**config.mk**
```make
export PLATFORM = sky130hd
export DESIGN_NAME = dcnn_load_ctrl
export DESIGN_NICKNAME = d
export VERILOG_FILES = /design/src/rtl/dcnn_load_ctrl.sv
export SDC_FILE = /design/constraint.sdc
export NUM_CORES = 1
export LEC_CHECK = 0
export ABC_CLOCK_PERIOD_IN_PS = 3920
export BUFFER_PORTS_ARGS = -buffer_cell sky130_fd_sc_hd__buf_2
export CORE_UTILIZATION = 60
export CTS_BUF_LIST = sky130_fd_sc_hd__clkbuf_8 sky130_fd_sc_hd__clkbuf_16
export DETAILED_ROUTE_END_ITERATION = 8
export PLACE_DENSITY = 0.9
export SYNTH_ARGS = -nofsm -noshare
export SYNTH_HDL_FRONTEND = slang
export SYNTH_SLANG_ARGS = --single-unit
```
**constraint.sdc**
```tcl
create_clock -name clk -period 3.92 [get_ports clk]
set_input_delay 0.588 -clock clk [delete_from_list [all_inputs] [get_ports clk]]
set_output_delay 0.588 -clock clk [all_outputs]
set_load 0.02 [all_outputs]
```
**src/rtl/dcnn_load_ctrl.sv**
```systemverilog
// Bulk loader: length header, payload words to buffer RAM from a base address.
// Optional trailing checksum word when CHECKSUM_EN is defined.
module dcnn_load_ctrl #(
  parameter int DATA_W    = 16,
  parameter int ADDR_W    = 13,
  parameter int MAX_WORDS = 4096
) (
  input  logic              clk,
  input  logic              rst_n,
  input  logic              start,
  input  logic              abort,
  input  logic [ADDR_W-1:0] base_addr,
  input  logic              in_valid,
  input  logic [DATA_W-1:0] in_data,
  output logic              in_ready,
  output logic              mem_we,
  output logic [ADDR_W-1:0] mem_addr,
  output logic [DATA_W-1:0] mem_wdata,
  output logic              busy,
  output logic              done,
  output logic              err,
  output logic [ADDR_W:0]   words_loaded
);

`ifdef CHECKSUM_EN
  typedef enum logic [2:0] {
    S_IDLE, S_HDR, S_DATA, S_CSUM, S_DONE
  } state_t;
`else
  typedef enum logic [2:0] {
    S_IDLE, S_HDR, S_DATA, S_DONE
  } state_t;
`endif

  state_t            state;
  logic [ADDR_W-1:0] base_q;
  logic [ADDR_W-1:0] idx_q;
  logic [ADDR_W:0]   len_q;
  logic              xfer;
  logic              hdr_bad;
  logic              last_word;

`ifdef CHECKSUM_EN
  logic [DATA_W-1:0] sum_q;
`endif

  assign xfer      = in_valid & in_ready;
  assign hdr_bad   = (in_data == '0) ||
                     (in_data > DATA_W'(MAX_WORDS));
  assign last_word = (words_loaded + 1'b1) == len_q;

  always_ff @(posedge clk or negedge rst_n) begin
    if (!rst_n) begin
      state        <= S_IDLE;
      base_q       <= '0;
      idx_q        <= '0;
      len_q        <= '0;
      in_ready     <= 1'b0;
      mem_we       <= 1'b0;
      mem_addr     <= '0;
      mem_wdata    <= '0;
      busy         <= 1'b0;
      done         <= 1'b0;
      err          <= 1'b0;
      words_loaded <= '0;
`ifdef CHECKSUM_EN
      sum_q        <= '0;
`endif
    end else begin
      mem_we <= 1'b0;
      done   <= 1'b0;
      if (abort) begin
        // abort beats start and any transfer in this cycle
        state    <= S_IDLE;
        in_ready <= 1'b0;
        busy     <= 1'b0;
      end else begin
        unique case (state)
          S_IDLE: begin
            if (start) begin
              state        <= S_HDR;
              base_q       <= base_addr;
              err          <= 1'b0;
              words_loaded <= '0;
              in_ready     <= 1'b1;
              busy         <= 1'b1;
`ifdef CHECKSUM_EN
              sum_q        <= '0;
`endif
            end
          end
          S_HDR: begin
            if (xfer) begin
              if (hdr_bad) begin
                state    <= S_DONE;
                err      <= 1'b1;
                in_ready <= 1'b0;
                done     <= 1'b1;
              end else begin
                state <= S_DATA;
                len_q <= in_data[ADDR_W:0];
                idx_q <= '0;
              end
            end
          end
          S_DATA: begin
            if (xfer) begin
              mem_we       <= 1'b1;
              mem_addr     <= base_q + idx_q;
              mem_wdata    <= in_data;
              idx_q        <= idx_q + 1'b1;
              words_loaded <= words_loaded + 1'b1;
`ifdef CHECKSUM_EN
              sum_q        <= sum_q + in_data;
              if (last_word) state <= S_CSUM;
`else
              if (last_word) begin
                state    <= S_DONE;
                in_ready <= 1'b0;
                done     <= 1'b1;
              end
`endif
            end
          end
`ifdef CHECKSUM_EN
          S_CSUM: begin
            if (xfer) begin
              if (in_data != sum_q) err <= 1'b1;
              state    <= S_DONE;
              in_ready <= 1'b0;
              done     <= 1'b1;
            end
          end
`endif
          S_DONE: begin
            state <= S_IDLE;
            busy  <= 1'b0;
          end
          default: begin
            state    <= S_IDLE;
            in_ready <= 1'b0;
            busy     <= 1'b0;
          end
        endcase
      end
    end
  end

endmodule

```
* After elaboration in Yosys (flattened, before gate mapping)
Cells that the tools add are included.
Widths: inputs -> output; s select.
** Word-level totals
- Register bits after elaboration :: 91
** Operators by class
- Add/sub/neg operators :: 3
- $lt $le $gt $ge :: 1
- Equal/unequal tests :: 16
- Muxes and demuxes :: 36
- Bitwise gates (word level) :: 3
- Reductions and logical operators :: 16
** Operators with widths (count)
- $mux 13 :: 3
- $mux 14 :: 2
- $pmux 14 s2 :: 1
- $pmux 13 s2 :: 1
- $mux 1 :: 19
- $gt 16x13->1 const B :: 1
- $logic_not 16->1 :: 1
- $mux 3 :: 5
- $ne 3x3->1 const B :: 5
- $add 14x1->14 const B :: 1
- $eq 14x14->1 :: 1
- $add 13x1->13 const B :: 1
- $add 13x13->13 :: 1
- $ne 2x2->1 const B :: 6
- $reduce_and 4->1 :: 3
- $reduce_and 5->1 :: 2
- $pmux 3 s3 :: 1
- $eq 3x2->1 const B :: 2
- $pmux 1 s2 :: 3
- $reduce_and 3->1 :: 2
- $reduce_and 6->1 :: 1
- $reduce_bool 2->1 :: 3
- $pmux 1 s4 :: 1
- $eq 3x1->1 const B :: 1
- other kinds (7) :: 8

* Longest topological paths before layout
- Depth in word-level cells :: 6
- Gate-level depth with buffers :: 10
- Depth with buffers taken out :: 10

* Worst setup path after synthesis
OpenSTA, ideal clock, no wires.
- Path type :: reg-to-reg
- Start point :: register words_loaded[1]
- End point :: register state[0]
- Arrival :: 2.358 ns
- Data required time :: 3.792 ns
- Path slack :: 1.434 ns
- Stages on the path, launching flop included :: 9
- Path buffers :: 0
- Clock period less this slack :: 2.486 ns
- Path through :: dfrtp_1 > ha_1 > nand3_2 > or3_1 > o31a_1 > a2bb2oi_2 > nand2_1 > o21ai_2 > mux2_1
** On the way
- Word-level cells in the longest chain between the ends :: 4
** RTL lines
- start: declaration :: line 22 : output logic [ADDR_W:0] words_loaded
- start signal: assignment :: line 112 : words_loaded <= words_loaded + 1'b1;
- $add 14x1->14 :: line 50 : assign last_word = (words_loaded + 1'b1) == len_q;
- $eq 14x14->1 :: line 50
- $ne 3x3->1 (no source line)
- $reduce_and 4->1 (no source line)
- end signal: assignment :: line 54 : state <= S_IDLE;
- end signal: assignment :: line 74 : state <= S_IDLE;
- end signal: assignment :: line 81 : state <= S_HDR;
- end: declaration :: line 35 : state_t state;
No other way between the ends.
A chain may end at the register's enable or synchronous reset.

* Final worst setup path
- Start point :: register words_loaded[0]
- End point :: register state[0]
Same word-level chain as after synthesis.

==> flow_metrics.tcl <==
set metrics [dict create \
    fin_setup_tns_ns 0 \
    synthSimpleGateAreaFrac 0.180 \
    hold_path_class "in -> async" \
    start_util 0.633 \
    syn_area_sq_um 5000 \
    totalWireLength_mm 11.3 \
    grt_pass1_vias 3965 \
    fp.dieW_um 93.3 \
    min_period_ns 2.82 \
    area.growth.synth_to_final_pct 12.2 \
    relSlewSlack 0.266 \
    yosysSeqAreaShare 0.451 \
    fin_skew_ns 0.0158 \
    post-route-util 0.711 \
    synth-seq-cells 90 \
    drive_gt1_frac 0.286 \
    reg2reg_depth 8 \
    io_pins 82 \
    grt_pass1_wl_mm 18.6 \
    peakVddDrop_uv 364 \
    final_max_slew_viol_count 0 \
    finalSetupViolations 0 \
    place_area_sq_um 5450 \
    power.static_leakage_nw 2.83 \
    die_area_sq_um 8700 \
    drc 0 \
    antennaDiodeCount 0 \
    synth_mux_area_frac 0.103 \
    cts-root-buf "clkbuf_8" \
    power_per_cell_area_nw_per_um2 500 \
    status "finished, final reports clean" \
    ys_async_sr_fraction 1.00 \
    final_cell_area_sq_um 5610 \
    yosysWarnings 0 \
    gp_congestion 0.838 \
    vias_per_cell 6.02 \
    worstMarginPinSlew_ns 1.10 \
    clk_latency_ns 0.37 \
    ant_nets 0 \
    grt_max_degree 91 \
    avgSynthCellArea_sq_um 10.5 \
    cts_inserted_buffers 9 \
    synth_compound_area_frac 0.115 \
    core_sq_um 7890 \
    critical_path_required_ns 4.17 \
    finalHoldViolCount 0 \
    synth_edf_count 0 \
    dr.pass1.iters 5 \
    die_y_um 93.3 \
    maxCapViolations 0 \
    worst-path-max-fanout 9 \
    drt-initial-drc-count 289 \
    wl_per_cell_um 17.3 \
    final_common_cell "dfrtp_1" \
    holdBufCountCts 0 \
    timing.final.crit_share 0.718 \
    htree_levels 3 \
    clock-sinks 90 \
    cp_data_arrival_time_ns 3.06 \
    rsz0062_at_grt "false" \
    synth_adder_area_share 0.0516 \
    synthXorXnorAreaFrac 0.0684 \
    clk_pin_slew_worst_paths_ns 0.08 \
    start_kind "flop" \
    antenna_found_initial 0 \
    synth_top_family_by_area "simple AND/OR/NAND/NOR gates" \
    crit_type "reg -> reg" \
    num_vias 3939 \
    nets 603 \
    track_usage 0.279 \
    synth.distinct_cells 57 \
    postCtsResizedCells 0 \
    worst_setup_path_end_kind "flop" \
    cts.path.max_buffers 2 \
    syn-num-nets 528 \
    final_cell_mix "dfrtp_1, buf_2, mux2_2, nand2_1, nor2_1" \
    syn_inst 474 \
    max_freq_ghz 0.355 \
    cts_tree "done" \
    row_count 32 \
    synthFlopType "dfrtp_1" \
    overflow 0 \
    dpl.hpwl_mm 8.22 \
    post_cts_buffers 0 \
    io_buffer_count 81 \
]
-- cell families (layout without fill, tap and decap cells) --
logic type | count (synthesis) | in the layout
flip-flops | 90 | 90
adder cells (fa/ha/maj) | 20 | 20
buffers and inverters | 34 | 112
multiplexers | 46 | 46
XOR/XNOR | 39 | 39
AND/OR/NAND/NOR | 157 | 157
AO/OA/AOI/OAI | 88 | 88
-- critical path, stage by stage (launching register included) --
cell and delay (ns):
dfrtp_1 0.56, ha_1 0.35, nand3_2 0.20, or3_1 0.42
o31a_1 0.33, a2bb2oi_2 0.22, nand2_1 0.09, o21ai_2 0.20
mux2_1 0.34
-- sequential cells by signal (all words and copies together) (netlist names), 2 cells and up --
signal / cells
base_q: 13
idx_q: 13
len_q: 14
mem_addr: 13
mem_wdata: 16
state: 2
words_loaded: 14
-- path summary, 6_finish.rpt --
check	startpoint	slack, ns	to
max	words_loaded[0]	1.10	state[0]
min	rst_n	0.45	base_q[3]
max reg2reg	words_loaded[0]	1.10	state[0]
min reg2reg	mem_addr[4]	0.47	mem_addr[4]
max in group asynchronous	rst_n	2.79	mem_addr[11]
min in group clk	base_addr[2]	0.46	base_q[2]
-- synthesized netlist by cell type (2+ instances only) --
| cell | n | area, sq um |
|---|---|---|
| xor2_1 | 21 | 184 |
| nand3_1 | 18 | 90.1 |
| a21oi_1 | 19 | 95.1 |
| buf_2 | 5 | 25.0 |
| nand3_4 | 2 | 35.0 |
| nor4_4 | 2 | 42.5 |
| clkbuf_1 | 8 | 30.0 |
| nor4_2 | 3 | 37.5 |
| nor4b_1 | 2 | 17.5 |
| buf_1 | 2 | 7.51 |
| and3_1 | 10 | 62.6 |
| mux2_2 | 42 | 473 |
| inv_1 | 14 | 52.6 |
| o21a_1 | 5 | 37.5 |
| a21o_1 | 2 | 15.0 |
| a211oi_1 | 4 | 30.0 |
| nor3_1 | 6 | 30.0 |
| nor2b_1 | 6 | 37.5 |
| nand3_2 | 3 | 30.0 |
| mux2i_1 | 3 | 30.0 |
| nor2_1 | 34 | 128 |
| nand3b_1 | 6 | 45.0 |
| buf_4 | 4 | 30.0 |
| dfrtp_1 | 90 | 2250 |
| ha_1 | 19 | 238 |
| a211oi_2 | 2 | 25.0 |
| or3_1 | 3 | 18.8 |
| and2_1 | 4 | 25.0 |
| o31ai_1 | 4 | 30.0 |
| nand2b_1 | 8 | 50.1 |
| o22ai_1 | 3 | 18.8 |
| o21ai_0 | 31 | 155 |
| o31a_1 | 2 | 17.5 |
| a211o_1 | 2 | 17.5 |
| and4_1 | 3 | 26.3 |
| nand4_1 | 5 | 31.3 |
| a31oi_1 | 4 | 25.0 |
| nand2_1 | 37 | 139 |
| xnor2_1 | 18 | 158 |
-- final cells by class --
type / instances / area [sq um]
Timing Repair Buffer: 84 / 430
Multi-Input combinational cell: 350 / 2590
Clock inverter: 4 / 20.0
Fill cell: 527 / 2280
Inverter: 14 / 52.6
Tap cell: 102 / 128
Clock buffer: 10 / 138
Sequential cell: 90 / 2250
-- metrics by stage --
step | hold slack, ns | power, mW | std cells | setup slack [ns]
floorplan | 0.292 | 1.97 | 474 | 1.43
global placement | 0.460 | 2.20 | 640 | 1.14
detailed placement | 0.461 | 2.26 | 640 | 1.01
CTS | 0.450 | 2.81 | 654 | 1.13
global route | 0.455 | 2.98 | 654 | 0.971
finish | 0.449 | 2.81 | 654 | 1.10
-- layer usage --
layer  routed length, um  share of wire  vias to the layer above  track usage
met5                   0              0                        -            0
met4                 287          0.025                        0        0.133
met3                 640          0.057                       26       0.0488
met2                5590           0.49                      138        0.463
met1                4780           0.42                     1944        0.355
li1                    -              -                     1831            -
-- report_power, final --
| group | switching [mW] | internal [mW] |
|---|---|---|
| combinational | 0.569 | 0.423 |
| clock | 0.319 | 0.237 |
| sequential | 0.143 | 1.12 |
| total | 1.03 | 1.77 |
Note: power is estimated with default switching activity, not from simulation.
